--- config.mk ---
export PLATFORM = sky130hd
export DESIGN_NAME = vga_timing_gen_flat
export DESIGN_NICKNAME = d
export VERILOG_FILES = /design/src/rtl/vga_timing_gen_if.sv /design/src/rtl/vga_timing_gen.sv /design/src/flat_wrapper.sv
export SDC_FILE = /design/constraint.sdc
export NUM_CORES = 1
export LEC_CHECK = 0
export BUFFER_PORTS_ARGS = -buffer_cell sky130_fd_sc_hd__buf_2
export CAP_MARGIN = 15
export CORE_UTILIZATION = 56
export DETAILED_ROUTE_END_ITERATION = 8
export PLACE_DENSITY = 0.84
export SYNTH_ARGS = -nofsm -noshare
export SYNTH_HDL_FRONTEND = slang
export SYNTH_SLANG_ARGS = --single-unit
--- constraint.sdc ---
create_clock -name Clk -period 9.97 [get_ports Clk]
set_input_delay 0.997 -clock Clk [delete_from_list [all_inputs] [get_ports Clk]]
set_output_delay 0.997 -clock Clk [all_outputs]
set_load 0.005 [all_outputs]
--- src/rtl/vga_timing_gen_if.sv ---
// vga_timing_gen_if: run-time timing configuration plus registered raster outputs.
// Latency: n/a (wires only). Backpressure: none; Pix_en is the only pacing signal.
// Ports: master drives Pix_en, H/V sizes and polarities and observes the raster.
//        slave (the generator) consumes the config and drives Hsync, Vsync, De, X, Y,
//        Frame_start, Line_end and Cfg_err.
interface vga_timing_gen_if #(
  parameter int H_WIDTH = 11,
  parameter int V_WIDTH = 10
);
  // pixel-clock enable and configuration
  logic               Pix_en;
  logic [H_WIDTH-1:0] H_active;
  logic [H_WIDTH-1:0] H_fp;
  logic [H_WIDTH-1:0] H_sync;
  logic [H_WIDTH-1:0] H_bp;
  logic [V_WIDTH-1:0] V_active;
  logic [V_WIDTH-1:0] V_fp;
  logic [V_WIDTH-1:0] V_sync;
  logic [V_WIDTH-1:0] V_bp;
  logic               H_pol;
  logic               V_pol;

  // registered raster outputs
  logic               Hsync;
  logic               Vsync;
  logic               De;
  logic [H_WIDTH-1:0] X;
  logic [V_WIDTH-1:0] Y;
  logic               Frame_start;
  logic               Line_end;
  logic               Cfg_err;

  modport master (
    output Pix_en, H_active, H_fp, H_sync, H_bp,
           V_active, V_fp, V_sync, V_bp, H_pol, V_pol,
    input  Hsync, Vsync, De, X, Y, Frame_start, Line_end, Cfg_err
  );

  modport slave (
    input  Pix_en, H_active, H_fp, H_sync, H_bp,
           V_active, V_fp, V_sync, V_bp, H_pol, V_pol,
    output Hsync, Vsync, De, X, Y, Frame_start, Line_end, Cfg_err
  );
endinterface

--- src/rtl/vga_timing_gen.sv ---
// vga_timing_gen: VGA raster timing (H/V counters, syncs, data enable, X/Y, frame/line pulses).
// Latency: every output is registered; flags are derived from the next counter value, so X/Y
//          and all flags describe the same pixel in the same cycle. Backpressure: Pix_en=0 freezes
//          all state (pulses drop to 0); there is no ready path back to the source.
// Ports: Clk, Rst (synchronous, active-high), bus (vga_timing_gen_if.slave: Pix_en, H_active,
//        H_fp, H_sync, H_bp, V_active, V_fp, V_sync, V_bp, H_pol, V_pol in; Hsync, Vsync, De,
//        X, Y, Frame_start, Line_end, Cfg_err out).
// Optional feature: define VGA_TIMING_SHADOW_EN to latch the configuration into shadow registers
//        on Rst and on every entry to (0,0); otherwise the live configuration is used every cycle.
module vga_timing_gen #(
  parameter int H_WIDTH = 11,
  parameter int V_WIDTH = 10
) (
  input  logic            Clk,
  input  logic            Rst,
  vga_timing_gen_if.slave bus
);

  // Sums are two bits wider so four maximal fields cannot wrap.
  localparam int HW2 = H_WIDTH + 2;
  localparam int VW2 = V_WIDTH + 2;
  // Largest legal total: a counter of H_WIDTH bits must still hold H_total-1.
  localparam logic [HW2-1:0] H_LIMIT = {2'b01, {H_WIDTH{1'b0}}};
  localparam logic [VW2-1:0] V_LIMIT = {2'b01, {V_WIDTH{1'b0}}};

  // ST_START: next enabled cycle enters (0,0) with Frame_start (after Rst or a config error).
  // ST_RUN:   normal counting.
  // ST_HALT:  configuration invalid; counters parked at (0,0).
  typedef enum logic [1:0] {
    ST_START = 2'd0,
    ST_RUN   = 2'd1,
    ST_HALT  = 2'd2
  } state_t;

  state_t state_q;
  state_t state_d;

  // configuration actually used by the counters
  logic [H_WIDTH-1:0] c_h_active;
  logic [H_WIDTH-1:0] c_h_fp;
  logic [H_WIDTH-1:0] c_h_sync;
  logic [H_WIDTH-1:0] c_h_bp;
  logic [V_WIDTH-1:0] c_v_active;
  logic [V_WIDTH-1:0] c_v_fp;
  logic [V_WIDTH-1:0] c_v_sync;
  logic [V_WIDTH-1:0] c_v_bp;
  logic               c_h_pol;
  logic               c_v_pol;

  // region boundaries
  logic [HW2-1:0] h_sync_start;
  logic [HW2-1:0] h_sync_end;
  logic [HW2-1:0] h_total;
  logic [VW2-1:0] v_sync_start;
  logic [VW2-1:0] v_sync_end;
  logic [VW2-1:0] v_total;
  logic           cfg_bad;

  // counter state and next-position logic
  logic [H_WIDTH-1:0] x_q;
  logic [V_WIDTH-1:0] y_q;
  logic [HW2-1:0]     x_inc;
  logic [VW2-1:0]     y_inc;
  logic               h_wrap;
  logic               v_wrap;
  logic [HW2-1:0]     nx;
  logic [VW2-1:0]     ny;
  logic               enter_origin;

  // flags for the next position
  logic n_de;
  logic n_hsync;
  logic n_vsync;
  logic n_le;

  // registered outputs
  logic de_q;
  logic hsync_q;
  logic vsync_q;
  logic fs_q;
  logic le_q;
  logic err_q;

`ifdef VGA_TIMING_SHADOW_EN
  logic [H_WIDTH-1:0] sh_h_active;
  logic [H_WIDTH-1:0] sh_h_fp;
  logic [H_WIDTH-1:0] sh_h_sync;
  logic [H_WIDTH-1:0] sh_h_bp;
  logic [V_WIDTH-1:0] sh_v_active;
  logic [V_WIDTH-1:0] sh_v_fp;
  logic [V_WIDTH-1:0] sh_v_sync;
  logic [V_WIDTH-1:0] sh_v_bp;
  logic               sh_h_pol;
  logic               sh_v_pol;

  // Reload on Rst, on every frame entry, and on every enabled cycle while the held copy is
  // invalid -- otherwise a bad shadow copy could never be replaced and the block would stay
  // halted forever. Flags for the (0,0) entry cycle still come from the outgoing copy.
  always_ff @(posedge Clk) begin
    if (Rst || (bus.Pix_en && (cfg_bad || enter_origin))) begin
      sh_h_active <= bus.H_active;
      sh_h_fp     <= bus.H_fp;
      sh_h_sync   <= bus.H_sync;
      sh_h_bp     <= bus.H_bp;
      sh_v_active <= bus.V_active;
      sh_v_fp     <= bus.V_fp;
      sh_v_sync   <= bus.V_sync;
      sh_v_bp     <= bus.V_bp;
      sh_h_pol    <= bus.H_pol;
      sh_v_pol    <= bus.V_pol;
    end
  end

  assign c_h_active = sh_h_active;
  assign c_h_fp     = sh_h_fp;
  assign c_h_sync   = sh_h_sync;
  assign c_h_bp     = sh_h_bp;
  assign c_v_active = sh_v_active;
  assign c_v_fp     = sh_v_fp;
  assign c_v_sync   = sh_v_sync;
  assign c_v_bp     = sh_v_bp;
  assign c_h_pol    = sh_h_pol;
  assign c_v_pol    = sh_v_pol;
`else
  assign c_h_active = bus.H_active;
  assign c_h_fp     = bus.H_fp;
  assign c_h_sync   = bus.H_sync;
  assign c_h_bp     = bus.H_bp;
  assign c_v_active = bus.V_active;
  assign c_v_fp     = bus.V_fp;
  assign c_v_sync   = bus.V_sync;
  assign c_v_bp     = bus.V_bp;
  assign c_h_pol    = bus.H_pol;
  assign c_v_pol    = bus.V_pol;
`endif

  // Line layout: active, front porch, sync, back porch.
  assign h_sync_start = {2'b00, c_h_active} + {2'b00, c_h_fp};
  assign h_sync_end   = h_sync_start + {2'b00, c_h_sync};
  assign h_total      = h_sync_end + {2'b00, c_h_bp};
  assign v_sync_start = {2'b00, c_v_active} + {2'b00, c_v_fp};
  assign v_sync_end   = v_sync_start + {2'b00, c_v_sync};
  assign v_total      = v_sync_end + {2'b00, c_v_bp};

  assign cfg_bad = (c_h_active == '0) || (c_h_sync == '0) ||
                   (c_v_active == '0) || (c_v_sync == '0) ||
                   (h_total > H_LIMIT) || (v_total > V_LIMIT);

  // Next position. Wrap tests use >= so that a total shrunk below the current count
  // still wraps at the next step instead of running on to the counter limit.
  always_comb begin
    x_inc        = {2'b00, x_q} + HW2'(1);
    y_inc        = {2'b00, y_q} + VW2'(1);
    h_wrap       = (x_inc >= h_total);
    v_wrap       = (y_inc >= v_total);
    nx           = x_inc;
    ny           = {2'b00, y_q};
    enter_origin = 1'b0;
    if (state_q != ST_RUN) begin
      nx           = '0;
      ny           = '0;
      enter_origin = 1'b1;
    end else if (h_wrap) begin
      nx           = '0;
      ny           = v_wrap ? '0 : y_inc;
      enter_origin = v_wrap;
    end
  end

  // Flags of the pixel being entered, so they line up with the registered X/Y.
  always_comb begin
    n_de    = (nx < {2'b00, c_h_active}) && (ny < {2'b00, c_v_active});
    n_hsync = ((nx >= h_sync_start) && (nx < h_sync_end)) ? c_h_pol : ~c_h_pol;
    n_vsync = ((ny >= v_sync_start) && (ny < v_sync_end)) ? c_v_pol : ~c_v_pol;
    n_le    = (nx == (h_total - HW2'(1)));
  end

  // Controller next state: only enabled cycles move it.
  always_comb begin
    state_d = state_q;
    if (bus.Pix_en) begin
      if (cfg_bad) begin
        state_d = ST_HALT;
      end else begin
        state_d = ST_RUN;
      end
    end
  end

  always_ff @(posedge Clk) begin
    if (Rst) begin
      state_q <= ST_START;
    end else begin
      state_q <= state_d;
    end
  end

  // Raster registers.
  always_ff @(posedge Clk) begin
    if (Rst) begin
      x_q     <= '0;
      y_q     <= '0;
      de_q    <= 1'b0;
      hsync_q <= 1'b0;
      vsync_q <= 1'b0;
      fs_q    <= 1'b0;
      le_q    <= 1'b0;
      err_q   <= 1'b0;
    end else begin
      // pulses last only for the enabled cycle that enters the position
      fs_q <= 1'b0;
      le_q <= 1'b0;
      if (bus.Pix_en) begin
        if (cfg_bad) begin
          err_q   <= 1'b1;
          x_q     <= '0;
          y_q     <= '0;
          de_q    <= 1'b0;
          hsync_q <= ~c_h_pol;
          vsync_q <= ~c_v_pol;
        end else begin
          err_q   <= 1'b0;
          x_q     <= nx[H_WIDTH-1:0];
          y_q     <= ny[V_WIDTH-1:0];
          de_q    <= n_de;
          hsync_q <= n_hsync;
          vsync_q <= n_vsync;
          fs_q    <= enter_origin;
          le_q    <= n_le;
        end
      end
    end
  end

  assign bus.X           = x_q;
  assign bus.Y           = y_q;
  assign bus.De          = de_q;
  assign bus.Hsync       = hsync_q;
  assign bus.Vsync       = vsync_q;
  assign bus.Frame_start = fs_q;
  assign bus.Line_end    = le_q;
  assign bus.Cfg_err     = err_q;

endmodule

--- src/flat_wrapper.sv ---
// flat-port wrapper written by rule: the top's interface ports become plain ports
module vga_timing_gen_flat 
#(
  parameter int H_WIDTH = 11,
  parameter int V_WIDTH = 10
)
  (Clk, Rst, bus_Pix_en, bus_H_active, bus_H_fp, bus_H_sync, bus_H_bp, bus_V_active, bus_V_fp, bus_V_sync, bus_V_bp, bus_H_pol, bus_V_pol, bus_Hsync, bus_Vsync, bus_De, bus_X, bus_Y, bus_Frame_start, bus_Line_end, bus_Cfg_err);
  vga_timing_gen_if #(.H_WIDTH(H_WIDTH), .V_WIDTH(V_WIDTH)) bus_i ();
  input  logic Clk;
  input  logic Rst;
  input wire logic [$bits(bus_i.Pix_en)-1:0] bus_Pix_en;
  input wire logic [$bits(bus_i.H_active)-1:0] bus_H_active;
  input wire logic [$bits(bus_i.H_fp)-1:0] bus_H_fp;
  input wire logic [$bits(bus_i.H_sync)-1:0] bus_H_sync;
  input wire logic [$bits(bus_i.H_bp)-1:0] bus_H_bp;
  input wire logic [$bits(bus_i.V_active)-1:0] bus_V_active;
  input wire logic [$bits(bus_i.V_fp)-1:0] bus_V_fp;
  input wire logic [$bits(bus_i.V_sync)-1:0] bus_V_sync;
  input wire logic [$bits(bus_i.V_bp)-1:0] bus_V_bp;
  input wire logic [$bits(bus_i.H_pol)-1:0] bus_H_pol;
  input wire logic [$bits(bus_i.V_pol)-1:0] bus_V_pol;
  output wire logic [$bits(bus_i.Hsync)-1:0] bus_Hsync;
  output wire logic [$bits(bus_i.Vsync)-1:0] bus_Vsync;
  output wire logic [$bits(bus_i.De)-1:0] bus_De;
  output wire logic [$bits(bus_i.X)-1:0] bus_X;
  output wire logic [$bits(bus_i.Y)-1:0] bus_Y;
  output wire logic [$bits(bus_i.Frame_start)-1:0] bus_Frame_start;
  output wire logic [$bits(bus_i.Line_end)-1:0] bus_Line_end;
  output wire logic [$bits(bus_i.Cfg_err)-1:0] bus_Cfg_err;
  assign bus_i.Pix_en = bus_Pix_en;
  assign bus_i.H_active = bus_H_active;
  assign bus_i.H_fp = bus_H_fp;
  assign bus_i.H_sync = bus_H_sync;
  assign bus_i.H_bp = bus_H_bp;
  assign bus_i.V_active = bus_V_active;
  assign bus_i.V_fp = bus_V_fp;
  assign bus_i.V_sync = bus_V_sync;
  assign bus_i.V_bp = bus_V_bp;
  assign bus_i.H_pol = bus_H_pol;
  assign bus_i.V_pol = bus_V_pol;
  assign bus_Hsync = bus_i.Hsync;
  assign bus_Vsync = bus_i.Vsync;
  assign bus_De = bus_i.De;
  assign bus_X = bus_i.X;
  assign bus_Y = bus_i.Y;
  assign bus_Frame_start = bus_i.Frame_start;
  assign bus_Line_end = bus_i.Line_end;
  assign bus_Cfg_err = bus_i.Cfg_err;
  vga_timing_gen #(.H_WIDTH(H_WIDTH), .V_WIDTH(V_WIDTH)) u_core (.Clk(Clk), .Rst(Rst), .bus(bus_i));
endmodule
# Word level (Yosys, flattened, before mapping)
# Cells that the tools add are included.
[classes]
addsub = 9
magnitude_cmp = 10
eq_ne = 2
n_mux = 16
bitwise_logic = 3
n_reduce_logical = 13
[op_table]
columns = ["cell", "n"]
rows = [
  ["12-bit 2-to-1 mux", 3],
  ["13-bit by 11-bit adder with 13-bit output", 2],
  ["13-bit >= comparator", 2],
  ["13-bit 2-to-1 mux", 2],
  ["12-bit by 10-bit adder with 12-bit output", 2],
  ["12-bit >= comparator", 2],
  ["11-bit zero test", 2],
  ["10-bit zero test", 2],
  ["13-bit == test", 1],
  ["13-bit by 12-bit greater-than comparator with 1-bit output (second input constant)", 1],
  ["13-bit by 11-bit < comparator with 1-bit output", 1],
  ["13-bit < comparator", 1],
  ["13-bit by 1-bit subtractor with 13-bit output (second input constant)", 1],
  ["11-bit by 1-bit adder with 12-bit output (second input constant)", 1],
  ["11-bit by 11-bit adder with 12-bit output", 1],
  ["12-bit by 11-bit greater-than comparator with 1-bit output (second input constant)", 1],
  ["12-bit by 10-bit < comparator with 1-bit output", 1],
  ["12-bit < comparator", 1],
  ["10-bit by 1-bit adder with 11-bit output (second input constant)", 1],
  ["10-bit by 10-bit adder with 11-bit output", 1],
  ["11-bit 2-to-1 mux", 1],
  ["10-bit 2-to-1 mux", 1],
  ["1-bit 2-to-1 mux", 8],
  ["1-bit logical OR", 5],
  ["other kinds (5)", 9],
]
[word_totals]
ff_bits = 29
in_bits = 89

# Logic depth before layout (Yosys ltp)
# Gate-level depths: netlist of run 1.
[logic_depth]
depth_word = 11
ltp_mapped = 43
mapped_depth_nobuf = 40

# Least setup slack after synthesis of run 1
# OpenSTA, ideal clock, no wires.
[synth_path]
path_type = "input to register"
from = "input bus_H_fp[0]"
to = "register u_core.vsync_q (netlist: u_core.bus.Vsync)"
arrival_ps = 8087
t_required_ps = 9828
slack_ps = 1741
path_stages = 39
path_buffers = 2
cell_sequence = "ha_1 fa_1 a21o_1 a21oi_1 o21bai_1 a21oi_1 xnor2_1 ha_1 a21oi_1 o21ai_1 nand2_1 xnor2_1 ha_1 o21ai_1 nor2b_1 a21oi_1 xnor2_1 ha_1 [... 3 more ...] o211ai_2 and3b_1 clkbuf_1 nor3_2 buf_2 nand2_1 o21a_1 mux2i_1 ha_1 a21o_1 a21o_1 a21o_1 a21o_1 a211oi_1 o21ai_0 a21oi_1 or4_1 o221ai_1"
[synth_via]
elab_chain_len = 10
[synth_rtl]
columns = ["item", "line", "text"]
rows = [
  ["start: declaration", "flat_wrapper.sv:13", "input wire logic [$bits(bus_i.H_fp)-1:0] bus_H_fp;"],
  ["11-bit by 11-bit adder with 12-bit output (*)", "vga_timing_gen.sv:138", "assign h_sync_start = {2'b00, c_h_active} + {2'b00, c_h_fp};"],
  ["13-bit by 11-bit adder with 13-bit output (*)", "vga_timing_gen.sv:139", "assign h_sync_end = h_sync_start + {2'b00, c_h_sync};"],
  ["13-bit by 11-bit adder with 13-bit output (*)", "vga_timing_gen.sv:140", "assign h_total = h_sync_end + {2'b00, c_h_bp};"],
  ["13-bit >= comparator", "vga_timing_gen.sv:154", "h_wrap = (x_inc >= h_total);"],
  ["12-bit 2-to-1 mux", "vga_timing_gen.sv:163", "end else if (h_wrap) begin"],
  ["12-bit 2-to-1 mux", "vga_timing_gen.sv:159", "if (state_q != ST_RUN) begin"],
  ["12-bit >= comparator / 12-bit < comparator (equally long branches)", "vga_timing_gen.sv:174", "n_vsync = ((ny >= v_sync_start) && (ny < v_sync_end)) ? c_v_pol : ~c_v_pol;"],
  ["1-bit logical AND", "vga_timing_gen.sv:174", ""],
  ["1-bit 2-to-1 mux", "vga_timing_gen.sv:174", ""],
  ["1-bit 2-to-1 mux (*)", "vga_timing_gen.sv:214", "if (cfg_bad) begin"],
  ["end signal: assignment", "vga_timing_gen.sv:220", "vsync_q <= ~c_v_pol;"],
  ["end signal: assignment", "vga_timing_gen.sv:227", "vsync_q <= n_vsync;"],
  ["end: declaration", "vga_timing_gen.sv:79", "logic vsync_q;"],
]
# Every way passes the cells marked *; elsewhere a longest branch is shown, timed or not.
# A chain may end at the register's enable or synchronous reset.

# Worst setup path after layout of run 1
# Same ends and word-level chain as after synthesis.

==> metrics.md, run 1 <==
| Metric | Value |
|---|---|
| Setup Skew | `0.00686 ns` |
| Hold Crit Depth | `1` |
| CTS Hold Buffers Added | `0` |
| CP arrival | `9.05 ns` |
| Pin count of the biggest net entering global routing | `23` |
| WL/cell | `18.1 um` |
| Max Cap Viol | `0` |
| FF-to-FF path depth | `28` |
| All-layer global routing usage | `32.8%` |
| Final min period | `8.92 ns` |
| Max IR drop VDD | `0.0868 mV` |
| Crit Path Category | `primary input to flip-flop` |
| Mux cell area share after synthesis | `0.988%` |
| Logic pwr share | `83.9%` |
| Synthesized-area fraction occupied by and/or/nand/nor cells | `18.7%` |
| F_max | `0.112 GHz` |
| Die Wd | `116 um` |
| Yosys top cell area share | `25.6%` |
| # nets final | `1254` |
| TritonCTS clock tree | `yes` |
| Critical Path Fanout Max | `11` |
| Synthesized instance count | `896` |
| Syn Area/Cell | `8.06 sq um` |
| Net Sw Frac | `53.2%` |
| Routed wire length | `21.4 mm` |
| Reg2reg end | `u_core.bus.Vsync` |
| Root Driver | `clkbuf_16` |
| GRT Residual Overflow | `0` |
| Critical path capture point type | `flip-flop` |
| Leak | `0.00416 uW` |
| TritonCTS Buffers | `3` |
| Top post-synthesis cells by area | `ha_1 (26%), dfxtp_1 (7.8%), xnor2_1 (7.0%)` |
| Mapped cell area | `0.00722 sq mm` |
| R2R Setup Slk | `3.24 ns` |
| Port bufs | `115` |
| Die height | `116 um` |
| Via count | `7349` |
| Slew headroom | `36.8%` |
| Hpwl dp | `18.1 mm` |
| Clock buffer depth | `2` |
| Worst min-delay path category | `flip-flop to flip-flop` |
| Clk pwr share | `8.0%` |
| Compound-Gate Fraction of Synth Area | `28.1%` |
| Core footprint | `0.0126 sq mm` |
| Synth Area in XOR/XNOR | `10.9%` |
| Sequential group share of total power | `8.1%` |
| Adder-Cell Fraction of Synth Area | `27.7%` |
| Layout cells sized above 1 | `16.3%` |
| Library cells used by synthesis | `89` |
| Worst path slowest cell | `xnor2_1` |
| DRC viols | `0` |
| Number of diodes | `0` |
| Buf/Inv on CP | `2` |
| FFs w/ async S/R, synth | `0%` |
| Post-route setup TNS | `0 ns` |
| Post-DRT Antenna Nets | `0` |
| R2R Path Start | `u_core.bus.X[0]` |
| Fillers | `1144` |
| Via/cell ratio | `6.22` |
| Largest family of logic cells by synthesized area | `compound AO/OA/AOI/OAI gates` |
| Die ar. | `0.0134 sq mm` |
| Hold slack | `0.498 ns` |
| Status | `finished clean` |
| Top delay family on crit path | `compound AO/OA/AOI/OAI gates` |
| Vias in the first global route | `7210` |
| Number of detailed-routing iterations run before antenna repair | `7` |
| CTS Sinks | `28` |
| Critical Path RT | `10.10 ns` |
| Hold_sp | `u_core.state_q[0]` |
| Area leader, netlist | `ha_1` |
| Worst-skew pair later-pin latency | `0.27 ns` |
| GP Congestion | `0.993` |
| Clk slew on worst S/H paths | `0.07 ns` |
| Syn_nets | `1139` |
| Final hold viol count | `0` |
| Nature of the critical path startpoint | `primary input` |
| Synth warnings | `0` |
| Post-synth EDFFs | `0` |
| Core Util, Final | `64.3%` |
| IO Pins | `116` |
| First-pass GRT wire length | `34.5 mm` |
| Most common flop cell mapped by yosys | `dfxtp_1` |
| RSZ-0062 raised after global routing | `false` |
| Register bit total from synthesis | `28` |
| Core Rows | `41` |
| Sw power | `808 uW` |
| Worst Max-Slew Pin Slew | `0.943 ns` |
| Final Max Tran Viols | `0` |
| DR iter-0 viols | `515` |
| Initial Util | `57.2%` |
| Number of post-CTS setup repair buffers | `0` |
| Antenna violations before repair | `0` |
| PostCTS Resize Cnt | `0` |
| P per Cell Area | `187 mW/mm^2` |
| Crit-path max cell delay | `0.43 ns` |
| Sequential fraction of the synthesis area | `7.76%` |
| Internal power | `711 uW` |
| Area Overhead vs Synth | `12.4%` |
| H-tree Lvls | `1` |
| Number of setup violations in the final report | `0` |
| Hold Path End | `u_core.state_q[0]` |
| Final period util | `89.5%` |
-- synth_stat cells (7+ instances only) --
| library cell | n |
|---|---|
| nor2_1 | 45 |
| nand2_1 | 32 |
| a211oi_1 | 20 |
| nand3_1 | 25 |
| o21a_1 | 14 |
| xor2_1 | 26 |
| ha_1 | 148 |
| dfxtp_1 | 28 |
| clkbuf_1 | 7 |
| nor2b_1 | 16 |
| o211ai_1 | 8 |
| xnor2_1 | 58 |
| nand4_1 | 13 |
| inv_1 | 93 |
| and3_1 | 12 |
| nor3_1 | 24 |
| a21oi_1 | 59 |
| nor4_1 | 11 |
| nand2b_1 | 23 |
| o21ai_0 | 20 |
| o21bai_1 | 11 |
| a21o_1 | 37 |
| a22o_1 | 19 |
| and2_1 | 8 |
-- worst max path at each step --
| stage | startpoint | to | cells after the start |
|---|---|---|---|
| after floorplan | bus_H_fp[0] | u_core.bus.Vsync | 39 |
| after global placement | bus_H_fp[0] | u_core.bus.Vsync | 38 |
| after detailed placement | bus_H_fp[0] | u_core.bus.Vsync | 39 |
| after CTS | bus_H_fp[0] | u_core.bus.Vsync | 39 |
| after global routing | bus_H_active[0] | u_core.bus.Vsync | 39 |
| final | bus_H_fp[0] | u_core.bus.Vsync | 39 |
-- worst register-to-register path: cells and delay by family, from the launching register on --
family	cells	cell delay, ns
compound gates	13	2.09
xor+xnor	1	0.73
fa+ha+maj	3	0.93
buf+inv	2	0.44
flops	1	0.52
mux	1	0.37
simple gates	8	1.52
-- placed cells by master, fill, tap and decap left out, drive strengths merged, types with 13 or more instances in the layout --
master	count
ha	148
buf	123
inv	95
a21oi	63
xnor2	58
nor2	45
a21o	37
nand2	33
dfxtp	28
xor2	28
o21ai	27
nor3	26
a211oi	26
nand3	25
nand2b	23
a22o	19
nor2b	16
o21a	14
nand4	14
nor4	14
o211ai	13
-- power groups by stage --
| stage | Sequential, uW | Clock, uW | Combinational [uW] |
|---|---|---|---|
| global placement | 125 | 0 | 1220 |
| detailed placement | 125 | 0 | 1240 |
| CTS | 122 | 121 | 1250 |
| finish | 122 | 122 | 1280 |
| global route | 123 | 127 | 1400 |
| floorplan | 124 | 0 | 971 |
-- final cells by class --
class	instances	area, sq um	area share, %
Timing Repair Buffer	123	636	7.83
Inverter	95	357	4.39
Tap cell	172	215	2.65
Clock buffer	3	75.1	0.925
Sequential cell	28	561	6.91
Clock inverter	1	30.0	0.370
Multi-Input combinational cell	760	6240	76.9
-- sequential cells by signal (all words and copies together), names as in the netlist --
register	flops
u_core.bus.Hsync	1
u_core.bus.De	1
u_core.bus.Y	10
u_core.bus.Line_end	1
u_core.bus.Vsync	1
u_core.bus.Cfg_err	1
u_core.state_q	1
u_core.bus.X	11
u_core.bus.Frame_start	1
-- metrics by stage --
stage / area, sq um / instances / power [uW] / setup slack (ns)
6_report: 8120 / 1182 / 1520 / 1.05
4_1_cts: 8120 / 1182 / 1490 / 1.19
2_1_floorplan: 7220 / 896 / 1090 / 1.74
3_3_place_gp: 8010 / 1178 / 1340 / 1.24
3_5_place_dp: 8010 / 1178 / 1360 / 0.948
5_1_grt: 8120 / 1182 / 1650 / 0.419
-- metal layers --
layer  global-route usage, %  share of wire [%]
met1                    39.2                 41
met2                    58.2                 49
met3                    3.29                5.6
met4                    17.0                4.8
met5                       0                  0
-- logic make-up (layout without fill, tap and decap cells) --
logic type	count (synthesis)	in the layout
flip-flops	28	28
AND/OR/NAND/NOR	240	240
buffers and inverters	108	222
adder cells (fa/ha/maj)	157	157
XOR/XNOR	87	87
multiplexers	7	7
AO/OA/AOI/OAI	269	269
No activity file was read; power rests on OpenSTA's default activity.
==> run 2, diff against run 1 <==
- GPL_ROUTABILITY_DRIVEN: not set -> 0
- PLACE_DENSITY: 0.84 -> 0.87
==> metrics.md, run 2 (same netlist as run 1, synthesis figures left out) <==
| Metric | Value |
|---|---|
| Post-route setup TNS | `0 ns (unchanged)` |
| Worst path slowest cell | `xnor2_1 (unchanged)` |
| Setup Skew | `0.00114 ns (was 0.00686 ns)` |
| Via count | `7336 (was 7349)` |
| Worst min-delay path category | `flip-flop to flip-flop (unchanged)` |
| Area Overhead vs Synth | `12.4% (about the same)` |
| Core footprint | `0.0126 sq mm (unchanged)` |
| Slew headroom | `30.9% (was 36.8%)` |
| CTS Hold Buffers Added | `0 (unchanged)` |
| Post-DRT Antenna Nets | `0 (unchanged)` |
| IO Pins | `116 (unchanged)` |
| Critical path capture point type | `flip-flop (unchanged)` |
| TritonCTS Buffers | `3 (unchanged)` |
| Worst Max-Slew Pin Slew | `1.03 ns (was 0.943 ns)` |
| Hold slack | `0.489 ns (was 0.498 ns)` |
| Max Cap Viol | `0 (unchanged)` |
| DRC viols | `0 (unchanged)` |
| Max reg flops | `11 (unchanged)` |
| Via/cell ratio | `6.21 (was 6.22)` |
| First-pass GRT wire length | `33.2 mm (was 34.5 mm)` |
| GRT Residual Overflow | `0 (unchanged)` |
| DR iter-0 viols | `495 (was 515)` |
| Most common cell after layout, fill and taps aside | `ha_1 (unchanged)` |
| Nature of the critical path startpoint | `primary input (unchanged)` |
| Top delay family on crit path | `compound AO/OA/AOI/OAI gates (unchanged)` |
| Status | `finished clean (unchanged)` |
| Leak | `0.00416 uW (about the same)` |
| Critical Path Fanout Max | `11 (unchanged)` |
| Max IR drop VDD | `0.0789 mV (was 0.0868 mV)` |
| Layout cells sized above 1 | `16.3% (about the same)` |
| Crit-path max cell delay | `0.48 ns (was 0.43 ns)` |
| TritonCTS clock tree | `yes (unchanged)` |
| Crit Path Category | `primary input to flip-flop (unchanged)` |
| All-layer global routing usage | `31.2% (was 32.8%)` |
| Number of diodes | `0 (unchanged)` |
| Die height | `116 um (unchanged)` |
| Vias in the first global route | `7100 (was 7210)` |
| WL/cell | `17.4 um (was 18.1 um)` |
| Critical Path RT | `10.10 ns (about the same)` |
| Die ar. | `0.0134 sq mm (unchanged)` |
| Buf/Inv on CP | `1 (was 2)` |
| Antenna violations before repair | `0 (unchanged)` |
| Final hold viol count | `0 (unchanged)` |
| Number of detailed-routing iterations run before antenna repair | `5 (was 7)` |
| # nets final | `1253 (was 1254)` |
| Most frequent cells in the layout | `ha_1 (148), buf_2 (115), inv_1 (93), a21oi_1 (59), xnor2_1 (58) (unchanged)` |
| Root Driver | `clkbuf_16 (unchanged)` |
| Die Wd | `116 um (unchanged)` |
| Final period util | `90.5% (was 89.5%)` |
| Port bufs | `115 (unchanged)` |
| H-tree Lvls | `1 (unchanged)` |
| Core Rows | `41 (unchanged)` |
| Hpwl dp | `17.6 mm (was 18.1 mm)` |
| Final Max Tran Viols | `0 (unchanged)` |
| Pin count of the biggest net entering global routing | `22 (was 23)` |
| RSZ-0062 raised after global routing | `false (unchanged)` |
| CTS Sinks | `28 (unchanged)` |
| Clock buffer depth | `2 (unchanged)` |
| Routed wire length | `20.5 mm (was 21.4 mm)` |
| Initial Util | `57.2% (unchanged)` |
| Clk slew on worst S/H paths | `0.07 ns (about the same)` |
| Final min period | `9.02 ns (was 8.92 ns)` |
| Number of setup violations in the final report | `0 (unchanged)` |
| P per Cell Area | `185 mW/mm^2 (was 187 mW/mm^2)` |
| Worst-skew pair later-pin latency | `0.26 ns (was 0.27 ns)` |
| CP arrival | `9.15 ns (was 9.05 ns)` |
| F_max | `0.111 GHz (was 0.112 GHz)` |
[run 2: area by class of cell]
| cell class | count | area (sq um) |
|---|---|---|
| Fill cell | 1109 | 4500 |
| Clock buffer | 3 | 75.1 |
| Multi-Input combinational cell | 760 | 6250 |
| Sequential cell | 28 | 561 |
| Clock inverter | 1 | 30.0 |
| Inverter | 95 | 357 |
| Timing Repair Buffer | 122 | 628 |
| Tap cell | 172 | 215 |
[run 2: path summary, 6_finish.rpt]
check               startpoint           endpoint  slack (ns)  cells past startpoint
min          u_core.state_q[0]  u_core.state_q[0]        0.49                      1
max            bus_H_active[0]   u_core.bus.Vsync        0.95                     38
min reg2reg  u_core.state_q[0]  u_core.state_q[0]        0.49                      1
max reg2reg    u_core.bus.X[0]   u_core.bus.Vsync        3.10                     27
[run 2: repair_timing]
action | CTS | global route
setup buffers | 0 | 0
endpoints found under the setup margin | 0 | 1
gates resized for setup | 0 | 1
hold endpoints to repair | 0 | 0
[run 2: worst reg2reg max path, stage by stage (launching register included)]
cell and delay (ns):
dfxtp_1 0.50, ha_1 0.24, nand3_1 0.13, nor2_1 0.23, nand2_1 0.10, xor2_1 0.75
inv_1 0.22, ha_1 0.36, o21ai_0 0.08, or3_1 0.35, a21oi_1 0.13, o22a_1 0.18
o211ai_2 0.12, and3b_1 0.30, nor3_4 0.48, nand2_1 0.24, o21a_1 0.22, mux2i_1 0.33
ha_1 0.31, a21o_1 0.15, a21o_1 0.17, a21o_1 0.18, a21o_1 0.18, a211oi_1 0.21
o21ai_0 0.14, a21oi_1 0.20, or4_1 0.13, o221ai_1 0.11
[run 2: where the power goes]
group / leakage, uW / switching [uW] / internal (uW)
registers: 0.000226 / 4.86 / 118
clock network: 0.0000511 / 39.5 / 80.0
logic: 0.00388 / 750 / 513
[run 2: per-layer routing]
layer	part of all wire [%]	routed length [um]	global-route usage (%)	vias up
met4	4.8	991	16.4	0
met2	49	10000	56.6	293
met1	41	8410	36.0	3400
li1	-	-	-	3574
met3	5.5	1120	3.29	69
met5	0	0	0	-
[run 2: through the flow]
| step | setup WS, ns | cells | total power [uW] | util, % | area (sq um) |
|---|---|---|---|---|---|
| floorplan | 1.74 | 896 | 1090 | - | 7220 |
| global placement | 0.815 | 1177 | 1330 | 63.4 | 8000 |
| detailed placement | 0.594 | 1177 | 1360 | 63.4 | 8000 |
| CTS | 0.864 | 1181 | 1490 | 64.3 | 8110 |
| global route | 0.257 | 1181 | 1650 | 64.3 | 8120 |
| finish | 0.950 | 1181 | 1500 | 64.3 | 8120 |
==> run 3, diff against run 2 <==
- BUFFER_PORTS_ARGS: -buffer_cell sky130_fd_sc_hd__buf_2 -> -buffer_cell sky130_fd_sc_hd__clkbuf_2
==> metrics.md, run 3 (same netlist as run 1, synthesis figures left out) <==
| Metric | Value |
|---|---|
| RSZ-0062 raised after global routing | `false (unchanged)` |
| Critical path capture point type | `flip-flop (unchanged)` |
| R2R Path Start | `u_core.bus.X[0] (unchanged)` |
| First-pass GRT wire length | `33.7 mm (was 33.2 mm)` |
| Final Max Tran Viols | `0 (unchanged)` |
| P per Cell Area | `187 mW/mm^2 (was 185 mW/mm^2)` |
| FF-to-FF path depth | `27 (unchanged)` |
| Hold Crit Depth | `1 (unchanged)` |
| Number of setup violations in the final report | `0 (unchanged)` |
| Critical Path RT | `10.10 ns (about the same)` |
| Area Overhead vs Synth | `12.2% (was 12.4%)` |
| CTS Sinks | `28 (unchanged)` |
| CTS Hold Buffers Added | `0 (unchanged)` |
| F_max | `0.106 GHz (was 0.111 GHz)` |
| Number of post-CTS setup repair buffers | `0 (unchanged)` |
| Fillers | `1124 (was 1109)` |
| Worst min-delay path category | `flip-flop to flip-flop (unchanged)` |
| Critical Path Fanout Max | `11 (unchanged)` |
| WL/cell | `17.6 um (was 17.4 um)` |
| Clk pwr share | `7.9% (about the same)` |
| Core footprint | `0.0126 sq mm (unchanged)` |
| Crit Path Category | `primary input to flip-flop (unchanged)` |
| Most common cell after layout, fill and taps aside | `ha_1 (unchanged)` |
| Initial Util | `57.2% (unchanged)` |
| Die ar. | `0.0134 sq mm (unchanged)` |
| Final min period | `9.41 ns (was 9.02 ns)` |
| Clk slew on worst S/H paths | `0.07 ns (about the same)` |
| Port bufs | `115 (unchanged)` |
| Internal power | `712 uW (was 711 uW)` |
| Hold_sp | `u_core.state_q[0] (unchanged)` |
| Post-route setup TNS | `0 ns (unchanged)` |
| # nets final | `1252 (was 1253)` |
| Top Usage Layer GRT | `met2 (unchanged)` |
| Sequential group share of total power | `8.1% (was 8.2%)` |
| Hold Path End | `u_core.state_q[0] (unchanged)` |
| Worst Max-Slew Pin Slew | `0.970 ns (was 1.03 ns)` |
| Met3 Usage GRT | `3.09% (was 3.29%)` |
| Hpwl dp | `17.6 mm (about the same)` |
| Nature of the critical path startpoint | `primary input (unchanged)` |
| Via/cell ratio | `6.28 (was 6.21)` |
| Max reg flops | `11 (unchanged)` |
| TritonCTS clock tree | `yes (unchanged)` |
| Number of detailed-routing iterations run before antenna repair | `5 (unchanged)` |
| GRT Residual Overflow | `0 (unchanged)` |
| Net Sw Frac | `53.0% (was 52.8%)` |
| Core Rows | `41 (unchanged)` |
| All-layer global routing usage | `31.4% (was 31.2%)` |
| Pin count of the biggest net entering global routing | `22 (unchanged)` |
| Reg2reg end | `u_core.bus.Vsync (unchanged)` |
| Setup Skew | `0.00244 ns (was 0.00114 ns)` |
| TritonCTS Buffers | `3 (unchanged)` |
| Final non-filler cell total | `1180 (was 1181)` |
| Logic pwr share | `84.0% (was 83.9%)` |
| Buf/Inv on CP | `1 (unchanged)` |
| Worst path slowest cell | `nor3_2 (was xnor2_1)` |
| Top delay family on crit path | `compound AO/OA/AOI/OAI gates (unchanged)` |
| Max IR drop VDD | `0.0810 mV (was 0.0789 mV)` |
| Status | `finished clean (unchanged)` |
| GR met1 Demand/Resource | `36.3% (was 36.0%)` |
| DR iter-0 viols | `488 (was 495)` |
| Die height | `116 um (unchanged)` |
| Crit-path max cell delay | `0.66 ns (was 0.48 ns)` |
| Final hold viol count | `0 (unchanged)` |
| Antenna violations before repair | `0 (unchanged)` |
| Die Wd | `116 um (unchanged)` |
| R2R Setup Slk | `2.89 ns (was 3.10 ns)` |
| Core Util, Final | `64.2% (was 64.3%)` |
| IO Pins | `116 (unchanged)` |
| H-tree Lvls | `1 (unchanged)` |
| Max Cap Viol | `0 (unchanged)` |
| Layout cells sized above 1 | `16.2% (was 16.3%)` |
| Post-DRT Antenna Nets | `0 (unchanged)` |
| Via count | `7407 (was 7336)` |
| Final period util | `94.3% (was 90.5%)` |
| Vias in the first global route | `7119 (was 7100)` |
| Slew headroom | `34.9% (was 30.9%)` |
| Root Driver | `clkbuf_16 (unchanged)` |
| Routed wire length | `20.7 mm (was 20.5 mm)` |
| Worst-skew pair later-pin latency | `0.26 ns (about the same)` |
| DRC viols | `0 (unchanged)` |
| Hold slack | `0.485 ns (was 0.489 ns)` |
| Number of diodes | `0 (unchanged)` |
| Inst Count DP | `1176 (was 1177)` |
| Leak | `0.00414 uW (was 0.00416 uW)` |
| Clock buffer depth | `2 (unchanged)` |
| PostCTS Resize Cnt | `0 (unchanged)` |
| CP arrival | `9.54 ns (was 9.15 ns)` |
| Met2 usage | `57.6% (was 56.6%)` |
| Sw power | `803 uW (was 794 uW)` |
| Most frequent cells in the layout | `ha_1 (148), clkbuf_2 (115), inv_1 (93), a21oi_1 (59), xnor2_1 (58) (was ha_1 (148), buf_2 (115), inv_1 (93), a21oi_1 (59), xnor2_1 (58))` |
## run 3: layout make-up
class | count | area, sq um | share of cell area [%]
clock buffer | 3 | 75.1 | 0.927
timing repair buffer | 121 | 621 | 7.66
sequential | 28 | 561 | 6.92
multi-input combinational | 760 | 6240 | 77.1
tap | 172 | 215 | 2.66
inverter | 95 | 357 | 4.40
clock inverter | 1 | 30.0 | 0.371
## run 3: worst max-delay path by stage
stage               slack [ns]               end  cells past startpoint            start
floorplan                 1.74  u_core.bus.Vsync                     39      bus_H_fp[0]
global placement          0.80  u_core.bus.Vsync                     38  bus_H_active[0]
detailed placement        0.41  u_core.bus.Vsync                     38  bus_H_active[0]
CTS                       0.67  u_core.bus.Vsync                     37  bus_H_active[0]
global route              0.02  u_core.bus.Vsync                     37  bus_H_active[0]
finish                    0.56  u_core.bus.Vsync                     37  bus_H_active[0]
## run 3: metrics by stage
stage	total power (uW)	instance area (sq um)	setup slack (ns)
2_1_floorplan	1090	7220	1.74
3_3_place_gp	1330	8000	0.802
3_5_place_dp	1360	8000	0.409
4_1_cts	1490	8100	0.671
5_1_grt	1640	8100	0.0183
6_report	1510	8100	0.564
## run 3: power by group through the flow
stage | Clock [uW] | Sequential [uW] | Combinational, uW
floorplan | 0 | 124 | 971
global placement | 0 | 125 | 1200
detailed placement | 0 | 125 | 1230
CTS | 120 | 123 | 1240
global route | 124 | 124 | 1390
finish | 120 | 123 | 1270
## run 3: metal layers
metal,wire length [um],up-vias
met1,8200,3437
li1,-,3570
met3,1390,74
met2,10000,326
met4,1090,0
met5,0,-
